===== config.mk =====
export PLATFORM = sky130hd
export DESIGN_NAME = dac_xy_axi
export DESIGN_NICKNAME = d
export VERILOG_FILES = /design/src/rtl/dac_xy_axi.sv
export SDC_FILE = /design/constraint.sdc
export NUM_CORES = 1
export LEC_CHECK = 0
export BUFFER_PORTS_ARGS = -buffer_cell sky130_fd_sc_hd__buf_2
export CAP_MARGIN = 25
export CORE_ASPECT_RATIO = 1.4
export CORE_MARGIN = 3
export CORE_UTILIZATION = 48
export DETAILED_ROUTE_END_ITERATION = 16
export GPL_TIMING_DRIVEN = 0
export PLACE_DENSITY = 0.77
export SETUP_SLACK_MARGIN = 0.1
export SYNTH_ARGS = -nofsm -noshare
export SYNTH_HDL_FRONTEND = slang
export SYNTH_SLANG_ARGS = --single-unit

===== constraint.sdc =====
create_clock -name clk -period 1.7 [get_ports clk]
set_clock_uncertainty 0.15 [all_clocks]
set_input_delay 0.17 -clock clk [delete_from_list [all_inputs] [get_ports clk]]
set_output_delay 0.17 -clock clk [all_outputs]
set_load 0.02 [all_outputs]

===== src/rtl/dac_xy_axi.sv =====
// Vector display DAC sink: holds each accepted X/Y point while the beam settles, lights the guns
// for a dwell time, and parks the beam at mid-scale after a long idle. Option: DAC_XY_SETTLE_BLANK_EN.
module dac_xy_axi #(
    parameter int DATA_BITS     = 10,
    parameter int SETTLE_CYCLES = 4,
    parameter int DWELL_CYCLES  = 2,
    parameter int IDLE_TIMEOUT  = 255
) (
    input  logic                 clk,
    input  logic                 rst_n,
    input  logic                 enable,
    input  logic                 tvalid,
    output logic                 tready,
    input  logic [DATA_BITS-1:0] adc_x,
    input  logic [DATA_BITS-1:0] adc_y,
    input  logic                 adc_red,
    input  logic                 adc_grn,
    input  logic                 adc_blu,
    output logic [DATA_BITS-1:0] dac_x,
    output logic [DATA_BITS-1:0] dac_y,
    output logic                 dac_red,
    output logic                 dac_grn,
    output logic                 dac_blu,
    output logic                 busy
);

    localparam int MAX_SD = (SETTLE_CYCLES > DWELL_CYCLES) ? SETTLE_CYCLES : DWELL_CYCLES;
    localparam int MAXC   = (MAX_SD > IDLE_TIMEOUT) ? MAX_SD : IDLE_TIMEOUT;
    localparam int CW     = $clog2(MAXC + 1);

    localparam logic [CW-1:0]        S_LD = CW'(SETTLE_CYCLES - 1);
    localparam logic [CW-1:0]        D_LD = CW'(DWELL_CYCLES - 1);
    localparam logic [CW-1:0]        T_LD = CW'(IDLE_TIMEOUT);
    localparam logic [DATA_BITS-1:0] MID  = DATA_BITS'(1) << (DATA_BITS - 1);

    typedef enum logic [1:0] {S_IDLE, S_SETTLE, S_DWELL} state_e;

    state_e               state_q, state_d;
    logic [CW-1:0]        cnt_q, cnt_d;
    logic [DATA_BITS-1:0] x_q, x_d, y_q, y_d;
    logic [2:0]           col_q, col_d;
    logic [2:0]           gun_q, gun_d;
    logic                 busy_q, idle_q;
    logic                 accept;

    assign tready = idle_q & enable;
    assign accept = tvalid & tready;

    always_comb begin
        state_d = state_q;
        cnt_d   = cnt_q;
        x_d     = x_q;
        y_d     = y_q;
        col_d   = col_q;
        case (state_q)
            S_IDLE: begin
                if (accept) begin
                    x_d   = adc_x;
                    y_d   = adc_y;
                    col_d = {adc_red, adc_grn, adc_blu};
                    if (adc_x != x_q || adc_y != y_q) begin
                        state_d = S_SETTLE;
                        cnt_d   = S_LD;
                    end else begin
                        state_d = S_DWELL;
                        cnt_d   = D_LD;
                    end
                end else if (cnt_q != '0) begin
                    // In IDLE the counter is the remaining idle budget; it parks once on 1->0 and then holds.
                    cnt_d = cnt_q - CW'(1);
                    if (cnt_q == CW'(1)) begin
                        x_d = MID;
                        y_d = MID;
                    end
                end
            end
            S_SETTLE: begin
                if (cnt_q == '0) begin
                    state_d = S_DWELL;
                    cnt_d   = D_LD;
                end else begin
                    cnt_d = cnt_q - CW'(1);
                end
            end
            S_DWELL: begin
                if (cnt_q == '0) begin
                    state_d = S_IDLE;
                    cnt_d   = T_LD;
                end else begin
                    cnt_d = cnt_q - CW'(1);
                end
            end
            default: begin
                state_d = S_IDLE;
                cnt_d   = T_LD;
            end
        endcase

        gun_d = 3'b000;
        if (state_d == S_DWELL) gun_d = col_d;
`ifndef DAC_XY_SETTLE_BLANK_EN
        if (state_d == S_SETTLE) gun_d = col_d;
`endif
    end

    always_ff @(posedge clk or negedge rst_n) begin
        if (!rst_n) begin
            state_q <= S_IDLE;
            cnt_q   <= T_LD;
            x_q     <= MID;
            y_q     <= MID;
            col_q   <= 3'b000;
            gun_q   <= 3'b000;
            busy_q  <= 1'b0;
            idle_q  <= 1'b0;
        end else begin
            state_q <= state_d;
            cnt_q   <= cnt_d;
            x_q     <= x_d;
            y_q     <= y_d;
            col_q   <= col_d;
            gun_q   <= gun_d;
            busy_q  <= (state_d != S_IDLE);
            idle_q  <= (state_d == S_IDLE);
        end
    end

    assign dac_x   = x_q;
    assign dac_y   = y_q;
    assign dac_red = gun_q[2];
    assign dac_grn = gun_q[1];
    assign dac_blu = gun_q[0];
    assign busy    = busy_q;

endmodule

# ---- Word-level counts from Yosys, hierarchy flattened
# Index checks and enable logic that the tools add are counted.
# W data, S select, Z words.
dict set report op_classes {
  n_addsub 1
  n_eq_ne 8
  mux 19
  n_bitwise 2
  n_reduce_logical 9
}
# operator n
set ops {}
lappend ops {{$mux W10} 4}
lappend ops {{$mux W8} 4}
lappend ops {{$pmux W8 S3} 1}
lappend ops {{$ne A10 B10 Y1} 2}
lappend ops {{$mux W3} 4}
lappend ops {{$mux W2} 5}
lappend ops {{$eq A8 B1 Y1 const B} 1}
lappend ops {{$logic_not A8 Y1} 1}
lappend ops {{$reduce_bool A8 Y1} 1}
lappend ops {{$sub A8 B1 Y8 const B} 1}
lappend ops {{$pmux W2 S3} 1}
lappend ops {{$reduce_bool A2 Y1} 3}
lappend ops {{$eq A2 B1 Y1 const B} 2}
lappend ops {{$eq A2 B2 Y1 const B} 2}
lappend ops {{$logic_not A2 Y1} 2}
lappend ops {{$ne A3 B3 Y1 const B} 1}
lappend ops {{$reduce_and A3 Y1} 1}
lappend ops {{$and A1 B1 Y1} 2}
lappend ops {{$logic_or A1 B1 Y1} 1}
dict set report totals {
  regBits 38
  inputBits 27
  out_inout_bits 25
  word_cells 47
}

# ---- Logic depth before layout (Yosys ltp)
# Gate-level depths: netlist of run 1.
dict set report logic_depth {
  word_depth 8
  mapped_depth 6
  mapped_depth_nobuf 6
}

# ---- Least setup slack after synthesis of run 1
# OpenSTA, ideal clock, no wires.
dict set report synth_timing {
  path_type {register to register}
  from {reg cnt_q[0]}
  to {reg state_q[0]}
  setup_ps 140
  arrival_time_ps 1561
  t_required_ps 1410
  path_slack_ps -152
  path_stages_with_launch 7
  path_buffers 0
  period_less_slack_ps 1852
  path_cell_list {dfstp_2 inv_1 ha_1 nor4b_2 nand2_1 a211oi_1 a211oi_1}
}
dict set report synth_between {
  elab_chain_len 3
  elab_cells_between_ends 4
  cone_classes {3 x mux; 1 x reduce/logical}
}
# item line_no
set synth_rtl {}
lappend synth_rtl {{start: declaration} 39} ;# logic [CW-1:0] cnt_q, cnt_d;
lappend synth_rtl {{start signal: assignment} 118} ;# cnt_q <= cnt_d;
lappend synth_rtl {{$logic_not A8 Y1 *} {78, 86}}
lappend synth_rtl {{$mux W2, on equally long branches} {86, 78}}
lappend synth_rtl {{$pmux W2 S3 *} 55} ;# case (state_q)
lappend synth_rtl {{net state_d[0]} 38} ;# state_e state_q, state_d;
lappend synth_rtl {{end signal: assignment} 117} ;# state_q <= state_d;
lappend synth_rtl {{end: declaration} 38}
# The timed path passes the listed nets; every way through them passes the cells marked *.
# A chain may end at the register's enable or synchronous reset.

# ---- Worst setup path after layout of run 1
dict set report layout_timing {
  from {reg cnt_q[3]}
  to {reg cnt_q[7]}
}
dict set report layout_between {
  elab_chain_len 4
  elab_cells_between_ends 9
  cone_classes {1 x add/sub; 1 x eq/ne; 5 x mux; 2 x reduce/logical}
}
# item line_no
set layout_rtl {}
lappend layout_rtl {{$sub A8 B1 Y8} {70, 82, 90}}
lappend layout_rtl {{$mux W8} 68} ;# end else if (cnt_q != '0) begin
lappend layout_rtl {{$mux W8} 57} ;# if (accept) begin
lappend layout_rtl {{$pmux W8 S3} 55}
# Several ways; a longest one is shown, not always the timed one. The select of a mux whose other input is x is not followed.

==> summary.md, run 1 <==
| Metric | Value |
|---|---|
| PD cells | 557.6 mW/mm2 |
| Initial antenna violation count | 0 |
| Worst endpoint required time | about 1.8 ns |
| # fillers | 304 |
| Total of max-cap violations | 0 |
| Xor and xnor area share after synthesis | about a tenth |
| Crit path arrival time | between 1.5 and 2 ns |
| Die H | between 80 and 90 um |
| Synthesized instance count | between 200 and 250 |
| Failing checks | negative setup slack |
| Area grow syn2layout | 39.24% |
| Boundary Pins | between 50 and 60 |
| Initial Util | 51.64% |
| Die area | 0.005240 mm2 |
| WS Path Type | reg -> reg |
| Slew margin rel. | between 40% and 50% |
| Critical path's largest stage delay | between 0.5 and 0.6 ns |
| Final instance area | ~0.003 mm2 |
| Synthesized cell area | 0.002111 mm2 |
| Register area | approximately 960 um2 |
| Synth Warn # | 0 |
| TritonRoute pass-1 iters | 4 |
| Site Rows | 27 |
| Leakage | around 1.3 nW |
| Post-Synth Adder-Cell Area | about 1.8% |
| DR DRC count | 0 |
| CP startpoint kind | flip-flop |
| Total power | roughly 1.6 mW |
| Post-synthesis mux area share | under 10% |
| First-pass GRT wire length | approximately 9.5 mm |
| Sequential element share of the synthesized area | a little under half |
| GRT Util Overall | 23.72% |
| HP Class | in -> reg |
| CTS buffer count | 5 |
| ANT nets after route | 0 |
| Via count | just over 2000 |
| Fin crit share | 107.5% |
| Cell variety after synth | roughly 40 |
| H-tree depth | 2 |
| Final Slew Violations | 0 |
| Synth Register Bits | 38 |
| Vias per std cell | about 5.4 |
| Max VDD drop | approximately 0.57 mV |
| Fin. Hold Viols | 0 |
| Worst skew pair latency | roughly 0.29 ns |
| GP Congestion | around 0.8 |
| Status | finished, violations left |
| Largest net degree at the start of global routing | 39 |
| # port buffers | roughly 50 |
| Worst slew pin tran | approximately 0.86 ns |
| Unrepaired setup endpoints after global routing | yes |
| Ys flop type | dfrtp_1 |
| N_diodes | 0 |
| Async SR Flop Fraction | 100.0% |
| Post-synth EDFFs | 0 |
| Mapped Nets | 260 |
| Post-DP HPWL | approximately 3.6 mm |
| Initial DRC Count | 64 |
| Routed wire length | 5.657 mm |
| Remaining global-route overflow | 0 |
| Drt wl/cell | between 15 and 20 um |
| Die Wd | roughly 62 um |
| Largest family of logic cells by synthesized area | compound AO/OA/AOI/OAI gates |
| FF-to-FF setup slack | -0.13 ns |
| Setup violators final | 32 |
| Nets@finish | ~350 |
| Final min period | 1.827 ns |
| Root Buffer | clkbuf_8 |
| Area of the multi-input gates | about 0.0011 mm2 |
| Crit path setup slack, layout | -0.1273 ns |
| Core area | between 0.004 and 0.005 mm2 |
| CTS tree | done |
| Max Fclk | 547.3 MHz |
| Simple-gate share of the synthesized area | 16.48% |
| Sink Count | 38 |
| Largest fanout on the critical path | 3 |
| Area after DPL | between 0.002 and 0.0025 mm2 |
| Syn_area_per_cell | roughly 9 um2 |
| Worst Setup End Kind | flip-flop |
| Clock Tree Buf Depth | 2 |
| Synth Area in Compound Gates | 18.73% |
| CP cell instances | or4_4 > or3_1 > a21oi_1 > o22a_1 |
| Worst path slowest cell | or4_4 |
| Layout cells sized above 1 | between 30% and 40% |
| Reg clk slew, reported paths | around 0.070 ns |
| Vias in the first global route | ~2100 |
-- layout by cell type, fill, tap and decap left out, types with 4 or more instances in the layout --
cell,instances
o21a_1,5
a21oi_1,8
clkbuf_1,8
nand4_1,6
dlygate4sd3_1,21
buf_2,51
nor2_1,8
dfrtp_1,28
o21ai_1,20
nand3_1,19
clkbuf_8,7
nand2_1,7
o21ai_0,8
buf_4,4
xnor2_1,22
dfstp_2,10
inv_1,21
-- registers in the layout (all words and copies together), names as in the netlist --
| name | flops |
|---|---|
| busy | 1 |
| col_q | 3 |
| idle_q | 1 |
| state_q | 2 |
| dac_x | 10 |
| dac_y | 10 |
| cnt_q | 8 |
| gun_q | 3 |
-- cell type report --
type	instances	share of cell area, %
multi-input combinational	157	38.23
sequential	38	32.78
buffer	12	2.469
timing repair buffer	79	18.31
inverter	23	3.023
clock buffer	8	2.725
tap	58	2.469
-- worst max-delay path: cells and delay by family, from the launching register on --
| family | cells | cell delay (ns) |
|---|---|---|
| flops | 1 | 0.40 |
| compound gates | 2 | 0.35 |
| simple gates | 2 | 0.87 |
-- cell families (layout without fill, tap and decap cells) --
family          count (synthesis)  after routing
mux                             3              3
buf+inv                        35            122
fa+ha+maj                       3              3
xor+xnor                       23             23
compound gates                 64             64
simple gates                   64             64
flops                          38             38
-- cells in the mapped netlist (3+ instances only) --
cell / count / area, um2
dfrtp_1: 28 / 700.7
o21ai_0: 28 / 140.1
inv_1: 23 / 86.33
xnor2_1: 22 / 192.7
nand3_1: 19 / 95.09
clkbuf_1: 12 / 45.04
a21oi_1: 11 / 55.05
dfstp_2: 10 / 262.8
nand2_1: 8 / 30.03
nor2_1: 8 / 30.03
nand4_1: 6 / 37.54
o21a_1: 5 / 37.54
a211oi_1: 4 / 30.03
nor3_1: 4 / 20.02
a22o_1: 3 / 26.28
and3_1: 3 / 18.77
ha_1: 3 / 37.54
mux2_2: 3 / 33.78
or3_1: 3 / 18.77
-- layer usage --
metal	vias up	global-route usage, %	wire [um]
met3	9	4.154	260
met2	67	39.81	3106
met5	-	0	0
met4	0	9.073	97
met1	971	29.08	2192
li1	979	-	-
-- worst paths after layout --
kind / end / cells past startpoint / start
max in group asynchronous: dac_x[8]$_DFFE_PN0P_ / 2 / rst_n
min in group asynchronous: dac_y[2]$_DFFE_PN0P_ / 2 / rst_n
min: dac_x[4]$_DFFE_PN0P_ / 3 / adc_x[4]
min reg2reg: gun_q[2]$_DFF_PN0_ / 1 / col_q[2]$_DFF_PN0_
max: cnt_q[7]$_DFFE_PN1P_ / 4 / cnt_q[3]$_DFFE_PN1P_
max reg2reg: cnt_q[7]$_DFFE_PN1P_ / 4 / cnt_q[3]$_DFFE_PN1P_
-- metrics by stage --
step	worst slack [ns]	cells	hold WS (ns)	TNS (ns)	utilization (%)
4_1_cts	-0.07293	375	0.002068	-0.5860	70.52
5_1_grt	-0.1588	375	0.001641	-3.904	71.90
2_1_floorplan	-0.008122	230	-0.2756	-0.008122	-
3_3_place_gp	-0.1313	339	0.1762	-1.674	60.73
3_5_place_dp	-0.1430	339	0.1773	-2.486	60.73
6_report	-0.1273	375	0.006952	-1.086	71.90
-- where the power goes --
group          internal [mW]  switching, mW
Combinational         0.0708         0.0544
Clock                  0.292          0.317
Sequential             0.905              0
Total                   1.27          0.372
-- timing repair --
item	4_1_cts	5_1_grt
pin swaps	7	1
setup endpoints to repair	38	38
hold endpoints to repair	48	0
hold buffers	21	0
setup buffers	7	0
resized for setup	32	11
Note: power is estimated with default switching activity, not from simulation.
==> run 2, diff against run 1 <==
--- a/config.mk
+++ b/config.mk
@@ -7,7 +7,7 @@
 export LEC_CHECK = 0
 export BUFFER_PORTS_ARGS = -buffer_cell sky130_fd_sc_hd__buf_2
 export CAP_MARGIN = 25
-export CORE_ASPECT_RATIO = 1.4
+export CORE_ASPECT_RATIO = 0.9
 export CORE_MARGIN = 3
 export CORE_UTILIZATION = 48
 export DETAILED_ROUTE_END_ITERATION = 16
==> run 2 against run 1 <==
- the run still ends with negative setup slack left
- via count grew 1.3%
- final area up 0.85%
- non-clock buffer count stayed put
- core utilization fell by 0.59 points
- die area decreased by 0.19%
- sequential power about the same
- global-route usage decreased by 1.2 points
- clock power is 9.5% higher
- count of clock-buffer cells in the layout shrank 2
- register-to-register slack better by 0.02 ns
- final cell count is 0.80% higher
==> summary.md, run 2 (synthesized netlist as in run 1, its figures left out) <==
| Metric | Value |
|---|---|
| Commonest non-fill, non-tap cell in the layout | buf_2 |
| Core area | 0.004156 mm2 |
| Largest fanout on the critical path | 4 |
| Final min period | around 1.8 ns |
| Boundary Pins | 52 |
| Setup violators final | 33 |
| Failing checks | negative setup slack |
| Slew margin rel. | roughly two fifths |
| Die H | 68.91 um |
| WP depth | 4 |
| Crit path setup slack, layout | -0.1088 ns |
| Top delay family on crit path | simple AND/OR/NAND/NOR gates |
| GP Congestion | between 0.8 and 0.9 |
| Initial antenna violation count | 0 |
| N_diodes | 0 |
| PD cells | 573.0 mW/mm2 |
| Top Metal Used | met4 |
| CP startpoint kind | flip-flop |
| CP startpoint | cnt_q[3]$_DFFE_PN1P_ |
| WS Path Type | reg -> reg |
| Area grow syn2layout | 40.43% |
| Via count | ~2100 |
| Routed wire length | 5.863 mm |
| Initial Util | approximately half |
| Pre-CTS setup slack | -0.1381 ns |
| Max Fclk | about 550 MHz |
| Post-DP HPWL | 3.597 mm |
| GRT Util Overall | between 20% and 30% |
| Worst skew pair latency | 0.30 ns |
| Worst path slowest cell | or4_4 |
| DR DRC count | 0 |
| Fin. Hold Viols | 0 |
| Nets@finish | approximately 350 |
| Area of the multi-input gates | ~0.0012 mm2 |
| # port buffers | just over 50 |
| CP cell instances | or4_4 > or3_4 > a31oi_1 > o22a_1 |
| Final Slew Violations | 0 |
| ANT nets after route | 0 |
| Total power | ~1.7 mW |
| Site Rows | 22 |
| Bufs and invs on worst path | 0 |
| Remaining global-route overflow | 0 |
| Final instance area | slightly below 0.003 mm2 |
| Leakage | 1.295 nW |
| CTS tree | done |
| Clock Tree Buf Depth | 2 |
| Status | finished, violations left |
| DRT met1 WL | between 2 and 2.5 mm |
| Critical path's largest stage delay | ~0.54 ns |
| TritonRoute pass-1 iters | 5 |
| Crit path to | cnt_q[7]$_DFFE_PN1P_ |
| Layout Cells excl Fill | about 380 |
| Worst slew pin tran | between 0.8 and 0.9 ns |
| Area after DPL | roughly 0.0025 mm2 |
| Root Buffer | clkbuf_8 |
| Vias per std cell | 5.429 |
| Sink Count | 38 |
| Largest net degree at the start of global routing | 39 |
| Layout cells sized above 1 | a little over a third |
| Register area | just under 0.001 mm2 |
| Unrepaired setup endpoints after global routing | yes |
| H-tree depth | 2 |
| Initial DRC Count | 170 |
| Fin crit share | 106.4% |
| CTS buffer count | 5 |
| Met2 WL | approximately 3.0 mm |
| Worst endpoint required time | roughly 1.8 ns |
| RR Startpoint | cnt_q[3]$_DFFE_PN1P_ |
| Max VDD drop | approximately 0.54 mV |
| Die area | ~0.0052 mm2 |
| # placed instances | about 340 |
| R2r endpoint | cnt_q[7]$_DFFE_PN1P_ |
| Crit path arrival time | about 1.9 ns |
| Vias in the first global route | between 1500 and 2000 |
| Worst Setup End Kind | flip-flop |
| HP Class | in -> reg |
| # fillers | 326 |
| Most frequent cells in the layout | buf_2 (51), dfrtp_1 (28), xnor2_1 (22), dlygate4sd3_1 (22), inv_1 (21) |
| Reg clk slew, reported paths | around 0.08 ns |
| First-pass GRT wire length | 9.177 mm |
| DR WL met3 | about 310 um |
| Total of max-cap violations | 0 |
| Drt wl/cell | between 15 and 20 um |
| Die Wd | ~76 um |
| FF-to-FF setup slack | -0.11 ns |
| Worst-case reg-to-reg path depth | 4 |
[run 2: changes by cell type in the layout (fill, tap and decap cells not counted), moves of 2 or more]
cell / delta
buf_4: +2
o21ai_1: -6
or3_1: -2
o21ai_2: +5
or3_4: +2
[run 2: report_power, final]
part           leakage, nW  switching, mW  internal [mW]
Sequential           0.393              0          0.904
Clock               0.0472          0.341          0.326
Combinational        0.855         0.0545         0.0722
[run 2: what timing repair did]
action | 4_1_cts | 5_1_grt
cloned | 1 | 1
setup endpoints to repair | 38 | 38
setup buffers | 4 | 2
gates resized for setup | 16 | 33
hold buffers | 22 | 0
hold endpoints to repair | 49 | 0
pin swaps | 8 | 2
[run 2: cell type report]
type	instances	area share, %
plain buffers	12	2.111
clock buffers	6	2.786
flip-flops and latches	38	32.50
clock inverters	2	0.4221
repair buffers	79	17.56
well taps	60	2.533
multi-input cells	158	39.00
inverters	23	3.081
[run 2: routing by layer]
metal  global-route usage (%)  vias to the layer above
met5                        0                        -
met4                    7.240                        0
met1                    26.17                      999
met2                    41.70                       64
met3                    5.974                        8
li1                         -                      981
[run 2: worst min-delay path by stage]
| stage | from | endpoint | slack [ns] | cells past startpoint |
|---|---|---|---|---|
| final | adc_x[9] | dac_x[9]$_DFFE_PN1P_ | 0.05 | 3 |
| after global routing | adc_x[9] | dac_x[9]$_DFFE_PN1P_ | 0.07 | 3 |
| after CTS | adc_x[9] | dac_x[9]$_DFFE_PN1P_ | 0.05 | 3 |
| after detailed placement | rst_n | busy$_DFF_PN0_ | 0.17 | 1 |
| after global placement | rst_n | busy$_DFF_PN0_ | 0.18 | 1 |
| after floorplan | rst_n | busy$_DFF_PN0_ | -0.28 | 0 |
[run 2: worst register-to-register path, delay by kind of cell, from the launching register on]
kind             cells  cell delay, ns
flip-flops           1            0.41
AND/OR/NAND/NOR      2            0.89
AO/OA/AOI/OAI        2            0.32
[run 2: stage by stage]
step / hold WS, ns / setup TNS (ns) / utilization (%)
2_1_floorplan: -0.2756 / -0.008122 / -
3_3_place_gp: 0.1812 / -1.745 / 59.78
3_5_place_dp: 0.1732 / -2.307 / 59.78
4_1_cts: 0.04563 / -1.855 / 69.24
5_1_grt: 0.07354 / -4.794 / 71.31
6_report: 0.04718 / -2.278 / 71.31
==> run 3, diff against run 2 <==
--- a/config.mk
+++ b/config.mk
@@ -13,6 +13,7 @@
 export DETAILED_ROUTE_END_ITERATION = 16
 export GPL_TIMING_DRIVEN = 0
 export PLACE_DENSITY = 0.77
+export RECOVER_POWER = 100
 export SETUP_SLACK_MARGIN = 0.1
 export SYNTH_ARGS = -nofsm -noshare
 export SYNTH_HDL_FRONTEND = slang
==> run 3 against run 2 <==
- core utilization shrank 0.75 points
- via count shrank 0.63%
- the flow still finishes with violations (negative setup slack)
- non-clock buffer count is the same
- fmax is essentially flat
- final area shrank 1.1%
- worst hold slack gained 0.0031 ns
- power is essentially flat
- routed wire length shrank 0.49%
- critical path type unchanged
- highest routed layer unchanged
- final cell count is the same
- register-to-register slack is essentially flat
==> summary.md, run 3 (synthesized netlist as in run 1, its figures left out) <==
| Metric | Value |
|---|---|
| Status | finished, violations left |
| Failing checks | negative setup slack |
| Largest net degree at the start of global routing | 39 |
| DR DRC count | 0 |
| Via count | 2039 |
| Routed wire length | just under 6 mm |
| Vias in the first global route | between 1500 and 2000 |
| Worst slew pin tran | 0.9699 ns |
| Root Buffer | clkbuf_8 |
| Final Slew Violations | 0 |
| H-tree depth | 2 |
| Most frequent cells in the layout | clkbuf_1 (33), dfrtp_1 (28), buf_2 (25) |
| Worst skew pair latency | approximately 0.30 ns |
| WP depth | 6 |
| Initial antenna violation count | 0 |
| Total power | around 1.7 mW |
| P_sw | roughly 390 uW |
| GRT Util Overall | between 20% and 30% |
| CP cell instances | inv_4 > ha_4 > nand4b_1 > a21boi_2 > buf_4 > o21ai_1 |
| TritonRoute pass-1 iters | 4 |
| Drt wl/cell | 15.43 um |
| Top delay family on crit path | flip-flops |
| Area grow syn2layout | 38.94% |
| Layout Cells excl Fill | roughly 380 |
| Die H | between 60 and 70 um |
| Internal Power | roughly 1.3 mW |
| Setup violators final | 33 |
| Unrepaired setup endpoints after global routing | yes |
| CP startpoint | cnt_q[0]$_DFFE_PN1P_ |
| Fin. Hold Viols | 0 |
| Final instance area | ~0.003 mm2 |
| Reg clk slew, reported paths | 0.08 ns |
| Worst-case reg-to-reg path depth | 6 |
| Critical path's largest stage delay | 0.59 ns |
| Leakage | around 1.2 nW |
| Sink Count | 38 |
| R2r endpoint | dac_y[5]$_DFFE_PN0P_ |
| Worst path slowest cell | dfstp_2 |
| Initial Util | between 50% and 60% |
| Crit path arrival time | around 1.8 ns |
| Largest fanout on the critical path | 5 |
| ANT nets after route | 0 |
| Initial DRC Count | ~150 |
| Max VDD drop | approximately 0.53 mV |
| RR Startpoint | cnt_q[0]$_DFFE_PN1P_ |
| Worst endpoint required time | 1.73 ns |
| Clock network fraction of total power | approximately two fifths |
| Setup TNS | -2.268 ns |
| Crit path setup slack, layout | -0.1105 ns |
| Site Rows | 22 |
| CTS buffer count | 5 |
| PD cells | ~580 mW/mm2 |
| Die area | ~0.0052 mm2 |
| Remaining global-route overflow | 0 |
| WS Path Type | reg -> reg |
| Nets@finish | about 350 |
| Core area | just over 0.004 mm2 |
| Gate power share | roughly 7.5% |
| Crit path to | dac_y[5]$_DFFE_PN0P_ |
| # placed instances | between 300 and 400 |
| Final core utilization | a little over two thirds |
| First-pass GRT wire length | ~9 mm |
| Worst Setup End Kind | flip-flop |
| Area after DPL | ~0.0025 mm2 |
| CP startpoint kind | flip-flop |
| FF-to-FF setup slack | -0.11 ns |
| Layout cells sized above 1 | a little over a quarter |
| Vias per std cell | approximately 5.4 |
| CTS tree | done |
| Total of max-cap violations | 0 |
| GP Congestion | 0.8617 |
| HP Class | in -> reg |
| # port buffers | 51 |
| Final min period | ~1.8 ns |
| Commonest non-fill, non-tap cell in the layout | clkbuf_1 |
| Seq pwr share | between 50% and 60% |
| Bufs and invs on worst path | 2 |
| Die Wd | approximately 76 um |
| Clock Tree Buf Depth | 2 |
| Slew margin rel. | 35.34% |
| Fin crit share | 106.5% |
| Boundary Pins | 52 |
| Post-DP HPWL | between 3 and 4 mm |
| Max Fclk | roughly 550 MHz |
| N_diodes | 0 |
| Switching Share | a little under a quarter |
[run 3: cell types whose count changed in the layout (fill, tap and decap cells not counted)]
cell,delta
buf_2,-26
clkbuf_1,+25
clkbuf_2,+1
[run 3: worst min path at each step]
stage,endpoint,depth (start not counted),start,slack [ns]
3_5_place_dp,busy$_DFF_PN0_,1,rst_n,0.17
3_3_place_gp,busy$_DFF_PN0_,1,rst_n,0.18
5_1_grt,dac_x[9]$_DFFE_PN1P_,3,adc_x[9],0.07
4_1_cts,dac_x[9]$_DFFE_PN1P_,3,adc_x[9],0.05
2_1_floorplan,busy$_DFF_PN0_,0,rst_n,-0.28
6_report,dac_x[9]$_DFFE_PN1P_,3,adc_x[9],0.05
[run 3: worst reg2reg max path, stage by stage (launching register included)]
cell	delay [ns]
dfstp_2	0.59
inv_4	0.06
ha_4	0.15
nand4b_1	0.23
a21boi_2	0.25
buf_4	0.19
o21ai_1	0.08
[run 3: power groups by stage]
| stage | combinational, mW | clock [mW] | sequential, mW |
|---|---|---|---|
| floorplan | 0.0250 | 0 | 0.922 |
| global placement | 0.0865 | 0 | 0.921 |
| detailed placement | 0.0871 | 0 | 0.921 |
| CTS | 0.125 | 0.673 | 0.904 |
| global route | 0.139 | 0.715 | 0.904 |
| finish | 0.127 | 0.666 | 0.904 |
[run 3: timing repair]
| action | CTS | global route |
|---|---|---|
| endpoints found under the hold margin | 49 | 0 |
| resized for setup | 16 | 33 |
| setup buffers | 4 | 2 |
| setup endpoints to repair | 38 | 38 |
| hold buffers | 22 | 0 |
| pin swaps | 8 | 2 |
| gates cloned | 1 | 1 |
[run 3: final cells by class]
cell class / instances / area [um2]
Tap cell: 60 / 75.07
Clock buffer: 6 / 82.58
Sequential cell: 38 / 963.4
Clock inverter: 2 / 12.51
Inverter: 23 / 91.34
Timing Repair Buffer: 79 / 489.2
Buffer: 12 / 62.56
Fill cell: 343 / 1224
Multi-Input combinational cell: 158 / 1156
[run 3: per-stage QoR]
stage / hold WS (ns) / worst slack, ns
2_1_floorplan: -0.2756 / -0.008122
3_3_place_gp: 0.1812 / -0.1318
3_5_place_dp: 0.1732 / -0.1381
4_1_cts: 0.04563 / -0.08332
5_1_grt: 0.07354 / -0.1910
6_report: 0.05028 / -0.1105
[run 3: routing by layer]
layer | GRT usage [%] | wire length [um] | vias to the layer above
li1 | - | - | 981
met1 | 26.17 | 2429 | 1001
met2 | 41.70 | 3053 | 52
met3 | 5.974 | 305 | 5
met4 | 7.240 | 46 | 0
met5 | 0 | 0 | -
